--- config.mk ---
export PLATFORM = sky130hd
export DESIGN_NAME = ifu_line_fill
export DESIGN_NICKNAME = d
export VERILOG_FILES = /design/src/rtl/ifu_pkg.sv /design/src/rtl/ifu_line_fill.sv
export SDC_FILE = /design/constraint.sdc
export NUM_CORES = 1
export LEC_CHECK = 0
export BUFFER_PORTS_ARGS = -buffer_cell sky130_fd_sc_hd__buf_2
export CELL_PAD_IN_SITES_DETAIL_PLACEMENT = 1
export CELL_PAD_IN_SITES_GLOBAL_PLACEMENT = 2
export CORE_ASPECT_RATIO = 1.5
export CORE_MARGIN = 4
export CORE_UTILIZATION = 33
export DETAILED_ROUTE_END_ITERATION = 6
export GPL_TIMING_DRIVEN = 0
export PLACE_DENSITY_LB_ADDON = 0.12
export SYNTH_ARGS = -nofsm -noshare
export SYNTH_HDL_FRONTEND = slang
export SYNTH_SLANG_ARGS = --single-unit
export TNS_END_PERCENT = 20
--- constraint.sdc ---
create_clock -name clk -period 2.95 [get_ports clk]
set_input_delay 0.59 -clock clk [delete_from_list [all_inputs] [get_ports clk]]
set_output_delay 0.59 -clock clk [all_outputs]
set_load 0.005 [all_outputs]
--- src/rtl/ifu_pkg.sv ---
// Shared IFU types: cache/fill-engine handshake payloads and fill FSM states.
package ifu_pkg;

    localparam int unsigned ADDR_WIDTH   = 32;
    localparam int unsigned WORD_WIDTH   = 32;
    localparam int unsigned CL_WIDTH     = 128;
    localparam int unsigned WORDS_PER_CL = CL_WIDTH / WORD_WIDTH;

    typedef enum logic [1:0] {
        F_IDLE  = 2'd0,
        F_FETCH = 2'd1,
        F_RESP  = 2'd2
    } t_fill_states;

    typedef struct packed {
        logic                  fill_requested_address_valid;
        logic [ADDR_WIDTH-1:0] fill_requested_address;
    } t_cache2i_mem_req;

    typedef struct packed {
        logic                  valid;
        logic [ADDR_WIDTH-1:0] address;
        logic [CL_WIDTH-1:0]   filled_instruction;
    } t_i_mem2cache_rsp;

endpackage

--- src/rtl/ifu_line_fill.sv ---
// Miss-fill engine: fetches a 16-byte line as four in-order word reads and
// returns it to the i_cache as a single-cycle response with a held payload.
module ifu_line_fill
    import ifu_pkg::*;
#(
    parameter int unsigned MAX_OUTSTANDING = 2
) (
    input  logic                  clk,
    input  logic                  rst_n,
    input  t_cache2i_mem_req      cache2i_mem_req,
    output t_i_mem2cache_rsp      i_mem2cache_rsp,
    output logic                  mem_req_valid,
    output logic [ADDR_WIDTH-1:0] mem_req_addr,
    input  logic                  mem_req_ready,
    input  logic                  mem_rsp_valid,
    input  logic [WORD_WIDTH-1:0] mem_rsp_data,
    output logic                  fill_busy,
    output logic                  fill_err
);

    localparam int unsigned CNT_W      = 3;
    localparam int unsigned OFF_W      = $clog2(WORDS_PER_CL);
    localparam int unsigned LINE_OFF_W = $clog2(CL_WIDTH / 8);
    localparam int unsigned TAG_W      = ADDR_WIDTH - LINE_OFF_W;

    t_fill_states                         state;
    logic [TAG_W-1:0]                     line_tag;
    logic [CNT_W-1:0]                     issue_cnt;
    logic [CNT_W-1:0]                     rx_cnt;
    logic [CNT_W-1:0]                     outst_cnt;
    logic [WORDS_PER_CL-1:0][WORD_WIDTH-1:0] line;

    logic                                 req_accept;
    logic                                 rsp_take;
    logic                                 rsp_spurious;
    logic                                 req_illegal;
    logic [CNT_W-1:0]                     issue_nxt;
    logic [CNT_W-1:0]                     rx_nxt;
    logic [CNT_W-1:0]                     outst_nxt;
    logic [WORDS_PER_CL-1:0][WORD_WIDTH-1:0] line_nxt;

    // The word offset of the request is irrelevant: the whole line is fetched.
    logic unused_offset_bits;
    assign unused_offset_bits = ^cache2i_mem_req.fill_requested_address[LINE_OFF_W-1:0];

    // Handshake decode and next counter/line values for this cycle.
    always_comb begin
        req_accept   = mem_req_valid & mem_req_ready;
        rsp_take     = mem_rsp_valid & (outst_cnt != '0);
        rsp_spurious = mem_rsp_valid & (outst_cnt == '0);
        req_illegal  = cache2i_mem_req.fill_requested_address_valid & (state != F_IDLE);
        issue_nxt    = issue_cnt + CNT_W'(req_accept);
        rx_nxt       = rx_cnt + CNT_W'(rsp_take);
        outst_nxt    = outst_cnt + CNT_W'(req_accept) - CNT_W'(rsp_take);
        line_nxt     = line;
        if (rsp_take) begin
            line_nxt[rx_cnt[OFF_W-1:0]] = mem_rsp_data;
        end
    end

    // Fill FSM with registered memory-request, response and status outputs.
    always_ff @(posedge clk or negedge rst_n) begin
        if (!rst_n) begin
            state           <= F_IDLE;
            line_tag        <= '0;
            issue_cnt       <= '0;
            rx_cnt          <= '0;
            outst_cnt       <= '0;
            line            <= '0;
            i_mem2cache_rsp <= '0;
            mem_req_valid   <= 1'b0;
            mem_req_addr    <= '0;
            fill_busy       <= 1'b0;
            fill_err        <= 1'b0;
        end else begin
            if (req_illegal || rsp_spurious) begin
                fill_err <= 1'b1;
            end
            unique case (state)
                F_IDLE: begin
                    if (cache2i_mem_req.fill_requested_address_valid) begin
                        line_tag      <= cache2i_mem_req.fill_requested_address[ADDR_WIDTH-1:LINE_OFF_W];
                        issue_cnt     <= '0;
                        rx_cnt        <= '0;
                        outst_cnt     <= '0;
                        mem_req_valid <= 1'b1;
                        mem_req_addr  <= {cache2i_mem_req.fill_requested_address[ADDR_WIDTH-1:LINE_OFF_W],
                                          LINE_OFF_W'(0)};
                        fill_busy     <= 1'b1;
                        state         <= F_FETCH;
                    end
                end
                F_FETCH: begin
                    issue_cnt     <= issue_nxt;
                    rx_cnt        <= rx_nxt;
                    outst_cnt     <= outst_nxt;
                    line          <= line_nxt;
                    // Offset wraps within the line; the tag is never incremented.
                    mem_req_valid <= (issue_nxt < CNT_W'(WORDS_PER_CL)) &&
                                     (outst_nxt < CNT_W'(MAX_OUTSTANDING));
                    mem_req_addr  <= {line_tag, issue_nxt[OFF_W-1:0], 2'b00};
                    if (rx_nxt == CNT_W'(WORDS_PER_CL)) begin
                        i_mem2cache_rsp.valid              <= 1'b1;
                        i_mem2cache_rsp.address            <= {line_tag, LINE_OFF_W'(0)};
                        i_mem2cache_rsp.filled_instruction <= line_nxt;
                        state                              <= F_RESP;
                    end
                end
                F_RESP: begin
                    i_mem2cache_rsp.valid <= 1'b0;
                    fill_busy             <= 1'b0;
                    state                 <= F_IDLE;
                end
                default: begin
                    state <= F_IDLE;
                end
            endcase
        end
    end

endmodule

Word level (Yosys, flattened, before mapping)
Cells that the tools add are included.
- order comparisons: 4
- multiplexer cells: 18
- bitwise logic cells: 4
- reduce and logical (&&, ||, !) cells: 16
- eq/ne operators: 5
- add/sub/neg operators: 4
- operators by type and width (kind ; number):
    2-to-1 mux 161 bit ; 1
    bitwise mux 128 bit ; 1
    2-to-1 mux 128 bit ; 1
    demux 32 bit (select 2 bit) ; 1
    2-to-1 mux 32 bit ; 2
    one-hot mux 32 bit (2 select lines) ; 1
    one-hot mux 3 bit (2 select lines) ; 3
    AND reduction 2 bit ; 6
    adder 3 x 1 -> 3 bit ; 3
    nonzero test 2 bit ; 4
    one-hot mux 1 bit (2 select lines) ; 3
    bitwise AND 1 bit ; 4
    2-to-1 mux 2 bit ; 2
    != test 2 bit (second input constant) ; 2
    one-hot mux 2 bit (2 select lines) ; 1
    == test 3 bit (second input constant) ; 1
    zero test 3 bit ; 1
    < comparator 2 x 3 -> 1 bit (second input constant) ; 1
    < comparator 3 x 2 -> 1 bit (second input constant) ; 1
    < comparator 3 bit (second input constant) ; 1
    2-to-1 mux 3 bit ; 1
    nonzero test 3 bit ; 1
    subtractor 3 x 1 -> 3 bit ; 1
    == test 2 x 1 -> 1 bit (second input constant) ; 1
    other kinds (6) ; 7
- output and inout bits: 196
- input bits: 69
- register bits: 359
- logic and storage cells: 67

Longest topological paths before layout
Gate-level depths: netlist (run 1).
- depth in word-level cells: 8
- mapped depth: 13
- gate-level depth less buffers: 10

Worst setup path before layout (run 1)
Ideal clock, no wire load.
- kind: register to register
- from: register outst_cnt[1]
- to: register i_mem2cache_rsp[150] (netlist name)
- setup slack: -0.069 ns
- arrival: 2.891 ns
- period minus slack after synthesis: 3.019 ns
- required time: 2.822 ns
- setup time: 0.128 ns
- stages on the path, launching flop included: 13
- cell sequence: dfrtp_1 -> o31ai_4 -> buf_4 -> inv_1 -> buf_2 -> buf_2 -> ha_1 -> ha_1 -> nor4b_2 -> nand2_1 -> buf_2 -> buf_4 -> mux2_1
- longest elaborated chain between the ends: 5
- ends and longest elaborated chain (item ; line ; text):
    start, declared ; ifu_line_fill.sv:30 ; logic [CNT_W-1:0] outst_cnt;
    start signal, assigned ; ifu_line_fill.sv:96 ; outst_cnt <= outst_nxt;
    nonzero test 3 bit ; ifu_line_fill.sv:49 ; rsp_take = mem_rsp_valid & (outst_cnt != '0);
    bitwise AND 1 bit ; ifu_line_fill.sv:49 ;
    adder 3 x 1 -> 3 bit ; ifu_line_fill.sv:53 ; rx_nxt = rx_cnt + CNT_W'(rsp_take);
    == test 3 bit ; ifu_line_fill.sv:102 ; if (rx_nxt == CNT_W'(WORDS_PER_CL)) begin
    AND reduction 2 bit (no line) ; - ;
    end, declared ; ifu_line_fill.sv:11 ; output t_i_mem2cache_rsp i_mem2cache_rsp,
No other way between the ends.
A chain may end at the register's enable or synchronous reset.

Worst setup path after layout (run 1)
- from: register outst_cnt[0]
- to: register i_mem2cache_rsp[117] (netlist name)
- longest elaborated chain between the ends: 5
- elaborated cells between the ends (all ways): 6
- classes of those cells: add/sub: 1; eq/ne: 1; mux: 1; bitwise: 1; reduce/logical: 2
- ends and longest elaborated chain (item ; line):
    nonzero test 3 bit * ; ifu_line_fill.sv:49
    bitwise AND 1 bit * ; ifu_line_fill.sv:49
    adder 3 x 1 -> 3 bit ; ifu_line_fill.sv:53
    == test 3 bit ; ifu_line_fill.sv:102
    AND reduction 2 bit (no line) ; -
Mark *: on every way between the ends. The rest lies on a longest branch, timed or not.

==> flow_metrics.tcl, run 1 <==
set metrics [dict create \
    drt_first_pass_iters 5 \
    cts_buffers 39 \
    finalCritPeriodShare_pct 97.0 \
    synth_top_area_share_pct 57.1 \
    hold_buffers 0 \
    cp_max_fo 10 \
    period_needed_ns 2.86 \
    ys_ff_latch 355 \
    yosys_warnings 0 \
    vias_per_cell 5.49 \
    maxCapViolCount 0 \
    required_ns 3.40 \
    powerDensity_mw_per_mm2 1240 \
    setup_tns_ns 0 \
    die_w_um 185 \
    p_int_mw 14.6 \
    cts_tree "yes" \
    syn_to_final_growth_pct 24.7 \
    yosysTopAreaCell "dfrtp_1" \
    boundaryPins 265 \
    synth_flop_cell "dfrtp_1" \
    fin_ws_ns 0.0872 \
    finalSetupViolCount 0 \
    vias 12900 \
    die_y_um 274 \
    routed.top_layer "met5" \
    clockBufferDepth 3 \
    wl_met2_mm 30.4 \
    drive_gt1_share_pct 31.7 \
    cts_max_level 2 \
    syn_avg_cell_area_um2 11.0 \
    synth-edff-count 0 \
    pwr-share-seq_pct 36.6 \
    nets 1802 \
    leakage_nw 8.56 \
    grt_pass1_wl_mm 88.1 \
    maxSlewViolCount 0 \
    synthTopCellsByArea "dfrtp_1, mux2_2, a31oi_1" \
    arrival_ns 3.32 \
    grt_overflow_total 0 \
    async_flop_share_pct 100 \
    switching_power_mw 9.49 \
    drc 0 \
    core-area_mm2 0.0467 \
    critical_path_class "reg2reg" \
    dp_hpwl_mm 40.7 \
    first_global_vias 14100 \
    place.gp.congestion 0.787 \
    io_buffer_count 254 \
    wire_per_inst_um 24.6 \
    ant_nets 0 \
    insertion_delay_ns 0.54 \
    postPlaceCellArea_mm2 0.0177 \
    clock.fmax_mhz 349 \
    clock-sinks 355 \
    crit_start "outst_cnt[0]$_DFFE_PN0P_" \
    diodes 0 \
    cts_root_buffer "clkbuf_16" \
    rsz0062_at_grt "true" \
    clkPwrFrac_pct 21.3 \
    wl_met1_mm 22.4 \
    start_util_pct 33.3 \
    ys_seq_area_share_pct 57.1 \
    critPathCaptureType "flip-flop" \
    status "finished, final reports clean" \
    floorplan.rows 97 \
    irDropWorstVdd_v 0.000605 \
    crit_path_start_kind "flip-flop" \
    rr_startpoint "outst_cnt[0]$_DFFE_PN0P_" \
    hold_viol 0 \
    hp-class "in2async" \
    power_frac_comb_pct 42.2 \
    synth_cells 1416 \
    drtIter0Drc 558 \
    synth_area_mm2 0.0156 \
    grt_max_degree 101 \
    synth_cell_types 40 \
    post-route-util_pct 41.6 \
    clk_pin_slew_ns 0.06 \
    wl_mm 57.8 \
    die-area_mm2 0.0508 \
    hold_ws_ns 0.0762 \
    p_sw_share_pct 39.3 \
    pre_cts_slack_ns -1.57 \
    max_slew_margin_pct 42.0 \
    fin_worst_skew_ns 0.0149 \
    tightest_slew_ns 0.870 \
    antenna_found_initial 3 \
    wl_met3_mm 2.92 \
    grtUsageTotal_pct 22.5 \
    final_cell_area_mm2 0.0194 \
]
==> synth_stat cells, types with 2 or more instances <==
library cell  instances
dfrtp_1             355
nand2_1             152
mux2_2              139
a21oi_1             133
o21ai_0             133
a31oi_1             128
clkbuf_1             93
nand4b_1             64
nand3_1              39
nand4_1              32
buf_2                31
a22oi_1              27
buf_4                17
mux2_1               17
inv_1                10
buf_1                 9
ha_1                  6
nand2b_1              3
nor3_4                3
xnor2_1               3
mux2i_1               2
nor3b_1               2
==> per-layer routing <==
| metal | up-vias | track usage [%] |
|---|---|---|
| met2 | 328 | 41.1 |
| met1 | 6657 | 26.1 |
| met5 | - | 0 |
| met3 | 98 | 4.41 |
| met4 | 4 | 7.75 |
| li1 | 5788 | - |
==> flip-flops by register name (all words and copies together) (netlist names) <==
| register | cells |
|---|---|
| state | 2 |
| rx_cnt | 3 |
| fill_busy | 1 |
| fill_err | 1 |
| mem_req_addr | 28 |
| i_mem2cache_rsp | 157 |
| issue_cnt | 3 |
| line | 128 |
| line_tag | 28 |
| mem_req_valid | 1 |
| outst_cnt | 3 |
==> timing repair <==
action,CTS,global route
resized for setup,95,14
gates cloned,1,0
pin swaps,2,3
buffers inserted,6,1
setup endpoints to repair,162,139
==> placed cells by master (no fill, tap or decap), types with 4 or more instances in the layout <==
cell type and n:
dfrtp_1 353, buf_2 272, nand2_1 151, mux2_2 139, o21ai_0 133, a21oi_1 133, a31oi_1 128, clkbuf_1 76
nand4b_1 64, clkbuf_16 41, nand3_1 39, nand4_1 32, buf_4 29, a22oi_1 27, clkbuf_8 20, mux2_1 17
clkbuf_2 12, buf_6 10, inv_1 8, conb_1 6, buf_1 5, ha_1 5, bufinv_16 4
==> per-stage QoR <==
stage	std cells	power, mW
finish	2347	24.1
global route	2347	25.8
CTS	2346	24.3
detailed placement	2272	18.6
global placement	2269	18.3
floorplan	1421	14.1
==> path summary, 6_finish.rpt <==
kind / depth (start not counted) / to / slack [ns]
worst min register to register: 2 / mem_req_addr[27]$_DFFE_PN0P_ / 0.46
worst max-delay path: 12 / i_mem2cache_rsp[117]$_DFFE_PN0P_ / 0.09
min in group clk: 3 / line_tag[18]$_DFFE_PN0P_ / 0.26
worst min-delay path: 1 / line[16]$_DFFE_PN0P_ / 0.08
max in group asynchronous: 2 / i_mem2cache_rsp[156]$_DFFE_PN0P_ / 1.87
worst max register to register: 12 / i_mem2cache_rsp[117]$_DFFE_PN0P_ / 0.09
==> critical path: stages (launching register included) <==
cell and delay (ns):
dfrtp_2 0.44, o31ai_4 0.34, buf_6 0.16, clkinvlp_4 0.12
buf_12 0.18, ha_1 0.21, ha_4 0.24, nor4b_4 0.25
buf_4 0.19, buf_12 0.17, buf_4 0.19, a21oi_1 0.09
a31oi_1 0.17
==> power groups by stage <==
stage	Combinational, mW	Clock, mW	Sequential [mW]
3_3_place_gp	9.51	0	8.80
6_report	10.2	5.13	8.82
2_1_floorplan	5.55	0	8.55
5_1_grt	11.2	5.46	9.10
4_1_cts	10.2	5.26	8.83
3_5_place_dp	9.73	0	8.89
==> cell type report <==
class / instances / area [µm²]
multi-input cells: 906 / 6040
clock inverters: 7 / 135
inverters: 10 / 41.3
flip-flops and latches: 355 / 8890
well taps: 594 / 743
repair buffers: 265 / 1450
plain buffers: 149 / 940
fillers: 5163 / 27300
clock buffers: 61 / 1180
==> cell families (layout without fill, tap and decap cells) <==
family | Yosys count | count (layout) | synth area share [%]
AOI/OAI and AO/OA | 428 | 428 | 15.4
buffers and inverters | 160 | 492 | 4.52
DFF | 355 | 355 | 57.1
muxes | 158 | 158 | 11.4
other | 1 | 6 | 0.0241
xor gates and xnor gates | 4 | 4 | 0.225
adders and majority gates | 7 | 7 | 0.611
and+or+nand+nor | 303 | 303 | 10.7
(Power assumes the default switching activity.)
==> inputs of run 2 (changes only) <==
--- a/config.mk
+++ b/config.mk
@@ -14,6 +14,7 @@
 export DETAILED_ROUTE_END_ITERATION = 6
 export GPL_TIMING_DRIVEN = 0
 export PLACE_DENSITY_LB_ADDON = 0.12
+export RECOVER_POWER = 25
 export SYNTH_ARGS = -nofsm -noshare
 export SYNTH_HDL_FRONTEND = slang
 export SYNTH_SLANG_ARGS = --single-unit
==> run 2 against run 1 <==
Net effect: sequential cell count unchanged; the flow now finishes with violations (max-capacitance violations, max-slew violations); total power about the same; register-to-register slack about the same; largest cell class unchanged; highest routed layer unchanged.
==> flow_metrics.tcl, run 2 (synthesis results as in run 1) <==
set metrics [dict create \
    drc 0 \
    top_register "i_mem2cache_rsp" \
    wire_per_inst_um 24.6 \
    reg_top3 "i_mem2cache_rsp: 157 flops, line: 128 flops" \
    powerDensity_mw_per_mm2 1250 \
    vias 12900 \
    syn_to_final_growth_pct 24.3 \
    p_int_mw 14.6 \
    clk_pin_slew_ns 0.06 \
    tightest_slew_ns 1.90 \
    required_ns 3.40 \
    cp_max_fo 10 \
    wl_mm 57.8 \
    timing.rr.end "i_mem2cache_rsp[117]$_DFFE_PN0P_" \
    cts_buffers 39 \
    critPathCaptureType "flip-flop" \
    floorplan.rows 97 \
    grt_max_degree 101 \
    ff2ff_setup_slack_ns 0.09 \
    drive_gt1_share_pct 31.7 \
    nets 1802 \
    power_frac_comb_pct 42.1 \
    largest_reg_flops 157 \
    grt_pass1_wl_mm 88.1 \
    switching_power_mw 9.49 \
    crit_path_start_kind "flip-flop" \
    maxSlewViolCount 72 \
    vias_per_cell 5.48 \
    irDropWorstVdd_v 0.000605 \
    final_cell_mix "dfrtp_1, buf_2, nand2_1" \
    die-area_mm2 0.0508 \
    layout_commonest_cell "dfrtp_1" \
    start_util_pct 33.3 \
    die_y_um 274 \
    diodes 0 \
    cts_max_level 2 \
    leakage_nw 8.54 \
    finalSetupViolCount 0 \
    rsz0062_at_grt "true" \
    maxCapViolCount 1 \
    drt_first_pass_iters 5 \
    grtUsageTotal_pct 22.5 \
    clock.fmax_mhz 349 \
    hold_buffers 0 \
    max_slew_margin_pct -26.5 \
    cts_tree "yes" \
    clkPwrFrac_pct 21.3 \
    grt_overflow_total 0 \
    die_w_um 185 \
    drtIter0Drc 558 \
    fin_worst_skew_ns 0.0149 \
    rr_startpoint "outst_cnt[0]$_DFFE_PN0P_" \
    finalCritPeriodShare_pct 97.1 \
    boundaryPins 265 \
    core-area_mm2 0.0467 \
    place.gp.congestion 0.787 \
    clockBufferDepth 3 \
    clock-sinks 355 \
    violations "max-capacitance violations, max-slew violations" \
    pwr-share-seq_pct 36.6 \
    antenna_found_initial 3 \
    setup_tns_ns 0 \
    first_global_vias 14100 \
    ant_nets 0 \
    dp_hpwl_mm 40.7 \
    r2r_cells 12 \
    io_buffer_count 254 \
    hp-class "in2async" \
    insertion_delay_ns 0.54 \
    p_sw_share_pct 39.4 \
    critical_path_class "reg2reg" \
    period_needed_ns 2.86 \
    final_cell_area_mm2 0.0194 \
    hold_viol 0 \
    fillers 5169 \
    arrival_ns 3.32 \
    cts_root_buffer "clkbuf_16" \
    status "complete, but fails checks" \
    postPlaceCellArea_mm2 0.0177 \
]
==> run 2: cell types whose count changed in the layout (fill, tap and decap cells not counted) <==
cell and delta:
buf_16 -3, clkbuf_2 +1, clkbuf_4 +2
==> run 2: power by group through the flow <==
stage / sequential (mW) / combinational, mW / clock, mW
floorplan: 8.55 / 5.55 / 0
detailed placement: 8.89 / 9.73 / 0
CTS: 8.83 / 10.2 / 5.26
global route: 9.10 / 11.2 / 5.46
global placement: 8.80 / 9.51 / 0
finish: 8.82 / 10.2 / 5.13
==> run 2: final cells by class <==
class                           count  area (µm²)  area share, %
Inverter                           10        41.3          0.213
Tap cell                          594         743           3.84
Clock buffer                       61        1180           6.10
Clock inverter                      7         135          0.698
Timing Repair Buffer              265        1390           7.16
Sequential cell                   355        8890           45.9
Multi-Input combinational cell    906        6040           31.2
Buffer                            149         940           4.85
==> run 2: critical path, stage by stage (launching register included) <==
cell and delay, ns:
dfrtp_2 0.44, o31ai_4 0.34, buf_6 0.16, clkinvlp_4 0.12, buf_12 0.18, ha_1 0.21, ha_4 0.24, nor4b_4 0.25
buf_4 0.19, buf_12 0.17, buf_4 0.19, a21oi_1 0.09, a31oi_1 0.17
==> run 2: worst max-delay path by stage <==
| stage | start | endpoint | slack, ns | cells past startpoint |
|---|---|---|---|---|
| after global placement | rst_n | mem_req_addr[27]$_DFFE_PN0P_ | -6.16 | 1 |
| after floorplan | outst_cnt[2]$_DFFE_PN0P_ | i_mem2cache_rsp[150]$_DFFE_PN0P_ | 0.007 | 12 |
| final | outst_cnt[0]$_DFFE_PN0P_ | i_mem2cache_rsp[117]$_DFFE_PN0P_ | 0.09 | 12 |
| after global routing | outst_cnt[0]$_DFFE_PN0P_ | i_mem2cache_rsp[80]$_DFFE_PN0P_ | -0.02 | 12 |
| after detailed placement | mem_rsp_valid | i_mem2cache_rsp[80]$_DFFE_PN0P_ | -1.57 | 13 |
| after CTS | outst_cnt[1]$_DFFE_PN0P_ | i_mem2cache_rsp[80]$_DFFE_PN0P_ | 0.005 | 11 |
==> run 2: layer usage <==
metal	up-vias	global-route usage, %	share of wire [%]
met1	6655	26.1	39
met3	98	4.41	5.0
met4	4	7.75	3.4
met5	-	0	0.047
met2	326	41.1	53
li1	5788	-	-
==> run 2: per-stage QoR <==
step | hold slack (ns) | setup WS (ns) | cells | power (mW) | util, %
floorplan | 0.294 | 0.00669 | 1421 | 14.1 | -
global placement | 0.444 | -6.16 | 2269 | 18.3 | 37.7
detailed placement | 0.450 | -1.57 | 2272 | 18.6 | 37.9
CTS | 0.0949 | 0.00546 | 2346 | 24.3 | 41.4
global route | 0.101 | -0.0230 | 2347 | 25.8 | 41.4
finish | 0.0518 | 0.0869 | 2347 | 24.1 | 41.4
==> run 2: timing repair <==
action | 4_1_cts | 5_1_grt
pin swaps | 2 | 3
setup endpoints to repair | 162 | 139
buffers inserted | 6 | 1
gates cloned | 1 | 0
resized for setup | 95 | 14
==> inputs of run 3 (changes only) <==
--- a/config.mk
+++ b/config.mk
@@ -11,11 +11,12 @@
 export CORE_ASPECT_RATIO = 1.5
 export CORE_MARGIN = 4
 export CORE_UTILIZATION = 33
+export CTS_BUF_LIST = sky130_fd_sc_hd__clkbuf_16
 export DETAILED_ROUTE_END_ITERATION = 6
 export GPL_TIMING_DRIVEN = 0
 export PLACE_DENSITY_LB_ADDON = 0.12
 export RECOVER_POWER = 25
+export SKIP_CTS_REPAIR_TIMING = 1
 export SYNTH_ARGS = -nofsm -noshare
 export SYNTH_HDL_FRONTEND = slang
 export SYNTH_SLANG_ARGS = --single-unit
-export TNS_END_PERCENT = 20
==> run 3 against run 2 <==
Net effect: the flow finishes with violations (max-capacitance violations, max-slew violations, negative setup slack); sequential share of layout area is 0.78 points lower; die area is the same; clock power shrank 5.1%; design area is 1.7% higher; combinational power increased by 6%; sequential cell count is the same; worst setup slack worse by 0.12 ns; largest cell class unchanged; non-clock buffer count is 19 higher; wire length up 1.6%; final cell count is 0.81% higher; count of clock-buffer cells in the layout is 20 lower.
==> flow_metrics.tcl, run 3 (synthesis results as in run 1) <==
set metrics [dict create \
    clockBufferDepth 3 \
    wl_mm 58.7 \
    cts_max_level 2 \
    dp_hpwl_mm 40.7 \
    finalSetupViolCount 7 \
    p_sw_share_pct 39.6 \
    drt_first_pass_iters 4 \
    clock-sinks 355 \
    cts_root_buffer "clkbuf_16" \
    rsz0062_at_grt "true" \
    hp-class "in2async" \
    powerDensity_mw_per_mm2 1240 \
    first_global_vias 14000 \
    antenna_found_initial 3 \
    grtUsageTotal_pct 22.4 \
    place.gp.congestion 0.787 \
    die_w_um 185 \
    clkPwrFrac_pct 19.9 \
    irDropWorstVdd_v 0.000482 \
    vias_per_cell 5.45 \
    power_frac_comb_pct 44.0 \
    leakage_nw 8.73 \
    grt_max_degree 101 \
    crit_path_start_kind "flip-flop" \
    finalCritPeriodShare_pct 101 \
    hold_viol 0 \
    post-route-util_pct 42.1 \
    p_total_mw 24.5 \
    critPathCaptureType "flip-flop" \
    largest_reg_flops 157 \
    cpLargestDelayFamily "buffers and inverters" \
    switching_power_mw 9.70 \
    cp_slowest_cell "dfrtp_2" \
    path_buf_inv 6 \
    status "complete, but fails checks" \
    final_cell_mix "dfrtp_1, buf_2, nand2_1" \
    p_int_mw 14.8 \
    grt_overflow_total 0 \
    die-area_mm2 0.0508 \
    core-area_mm2 0.0467 \
    top_register "i_mem2cache_rsp" \
    die_y_um 274 \
    clock.fmax_mhz 335 \
    fin_ws_ns -0.0331 \
    ant_nets 0 \
    drtIter0Drc 508 \
    tightest_slew_ns 1.91 \
    drive_gt1_share_pct 33.0 \
    insertion_delay_ns 0.54 \
    syn_to_final_growth_pct 26.5 \
    vias 12900 \
    arrival_ns 3.41 \
    wire_per_inst_um 24.8 \
    pwr-share-seq_pct 36.1 \
    violations "max-capacitance violations, max-slew violations, negative setup slack" \
    cts_buffers 39 \
    io_buffer_count 254 \
    required_ns 3.37 \
    fin_worst_skew_ns 0.0158 \
    period_needed_ns 2.98 \
    critical_path_class "reg2reg" \
    clk_pin_slew_ns 0.06 \
    reg_top3 "i_mem2cache_rsp: 157 flops, line: 128 flops" \
    start_util_pct 33.3 \
    cts_tree "yes" \
    maxSlewViolCount 72 \
    cp_max_fo 5 \
    crit_path_max_incr_delay_ns 0.43 \
    nets 1821 \
    drc 0 \
    grt_pass1_wl_mm 87.6 \
    boundaryPins 265 \
    maxCapViolCount 1 \
    cp_cell_sequence "o31ai_4 -> buf_6 -> clkinvlp_4 -> buf_12 -> ha_4 -> ha_4 -> nor4b_4 -> buf_6 -> nand2_8 -> buf_12 -> clkbuf_16 -> mux2_4" \
    layout_commonest_cell "dfrtp_1" \
    floorplan.rows 97 \
    diodes 0 \
    max_slew_margin_pct -27.3 \
]
==> run 3: per-layer routing <==
layer | track usage (%) | vias to the layer above | share of wire [%]
li1 | - | 5827 | -
met1 | 26.1 | 6646 | 39
met2 | 40.7 | 317 | 53
met3 | 4.33 | 99 | 4.9
met4 | 7.56 | 4 | 3.5
met5 | 0 | - | 0.046
==> run 3: layout make-up <==
class	instances	area (µm²)
multi-input combinational	906	6170
tap	594	743
fill	5154	27000
clock buffer	41	1030
buffer	149	983
timing repair buffer	284	1630
sequential	355	8890
clock inverter	27	210
inverter	10	48.8
==> run 3: final timing paths <==
path | startpoint | slack, ns | cells after the start | to
min | rst_n | 0.05 | 1 | line[16]$_DFFE_PN0P_
min in group clk | cache2i_mem_req[21] | 0.26 | 3 | line_tag[17]$_DFFE_PN0P_
max in group asynchronous | rst_n | 0.53 | 2 | line[28]$_DFFE_PN0P_
max | outst_cnt[0]$_DFFE_PN0P_ | -0.03 | 12 | i_mem2cache_rsp[157]$_DFFE_PN0P_
min reg2reg | mem_req_addr[27]$_DFFE_PN0P_ | 0.46 | 2 | mem_req_addr[27]$_DFFE_PN0P_
max reg2reg | outst_cnt[0]$_DFFE_PN0P_ | -0.03 | 12 | i_mem2cache_rsp[157]$_DFFE_PN0P_
==> run 3: power groups by stage <==
stage | logic (mW) | clock network (mW) | registers [mW]
after global placement | 9.51 | 0 | 8.80
after CTS | 9.75 | 5.01 | 8.83
after global routing | 11.8 | 5.22 | 9.11
after floorplan | 5.55 | 0 | 8.55
final | 10.8 | 4.87 | 8.83
after detailed placement | 9.73 | 0 | 8.89
==> run 3: worst register-to-register path, cell delays in order (launching register included) <==
cell,delay (ns)
dfrtp_2,0.43
o31ai_4,0.39
buf_6,0.18
clkinvlp_4,0.14
buf_12,0.17
ha_4,0.16
ha_4,0.23
nor4b_4,0.29
buf_6,0.19
nand2_8,0.09
buf_12,0.16
clkbuf_16,0.16
mux2_4,0.29
==> run 3: metrics by stage <==
step	cell area, µm²	setup TNS, ns	setup WS [ns]	hold slack (ns)	cells
after floorplan	15600	0	0.00669	0.294	1421
after global placement	17600	-2367.69	-6.16	0.444	2269
after detailed placement	17700	-206.89	-1.57	0.450	2272
after CTS	18900	-206.17	-1.56	0.0948	2340
after global routing	19700	-3.63	-0.0897	0.105	2366
final	19700	-0.137	-0.0331	0.0515	2366
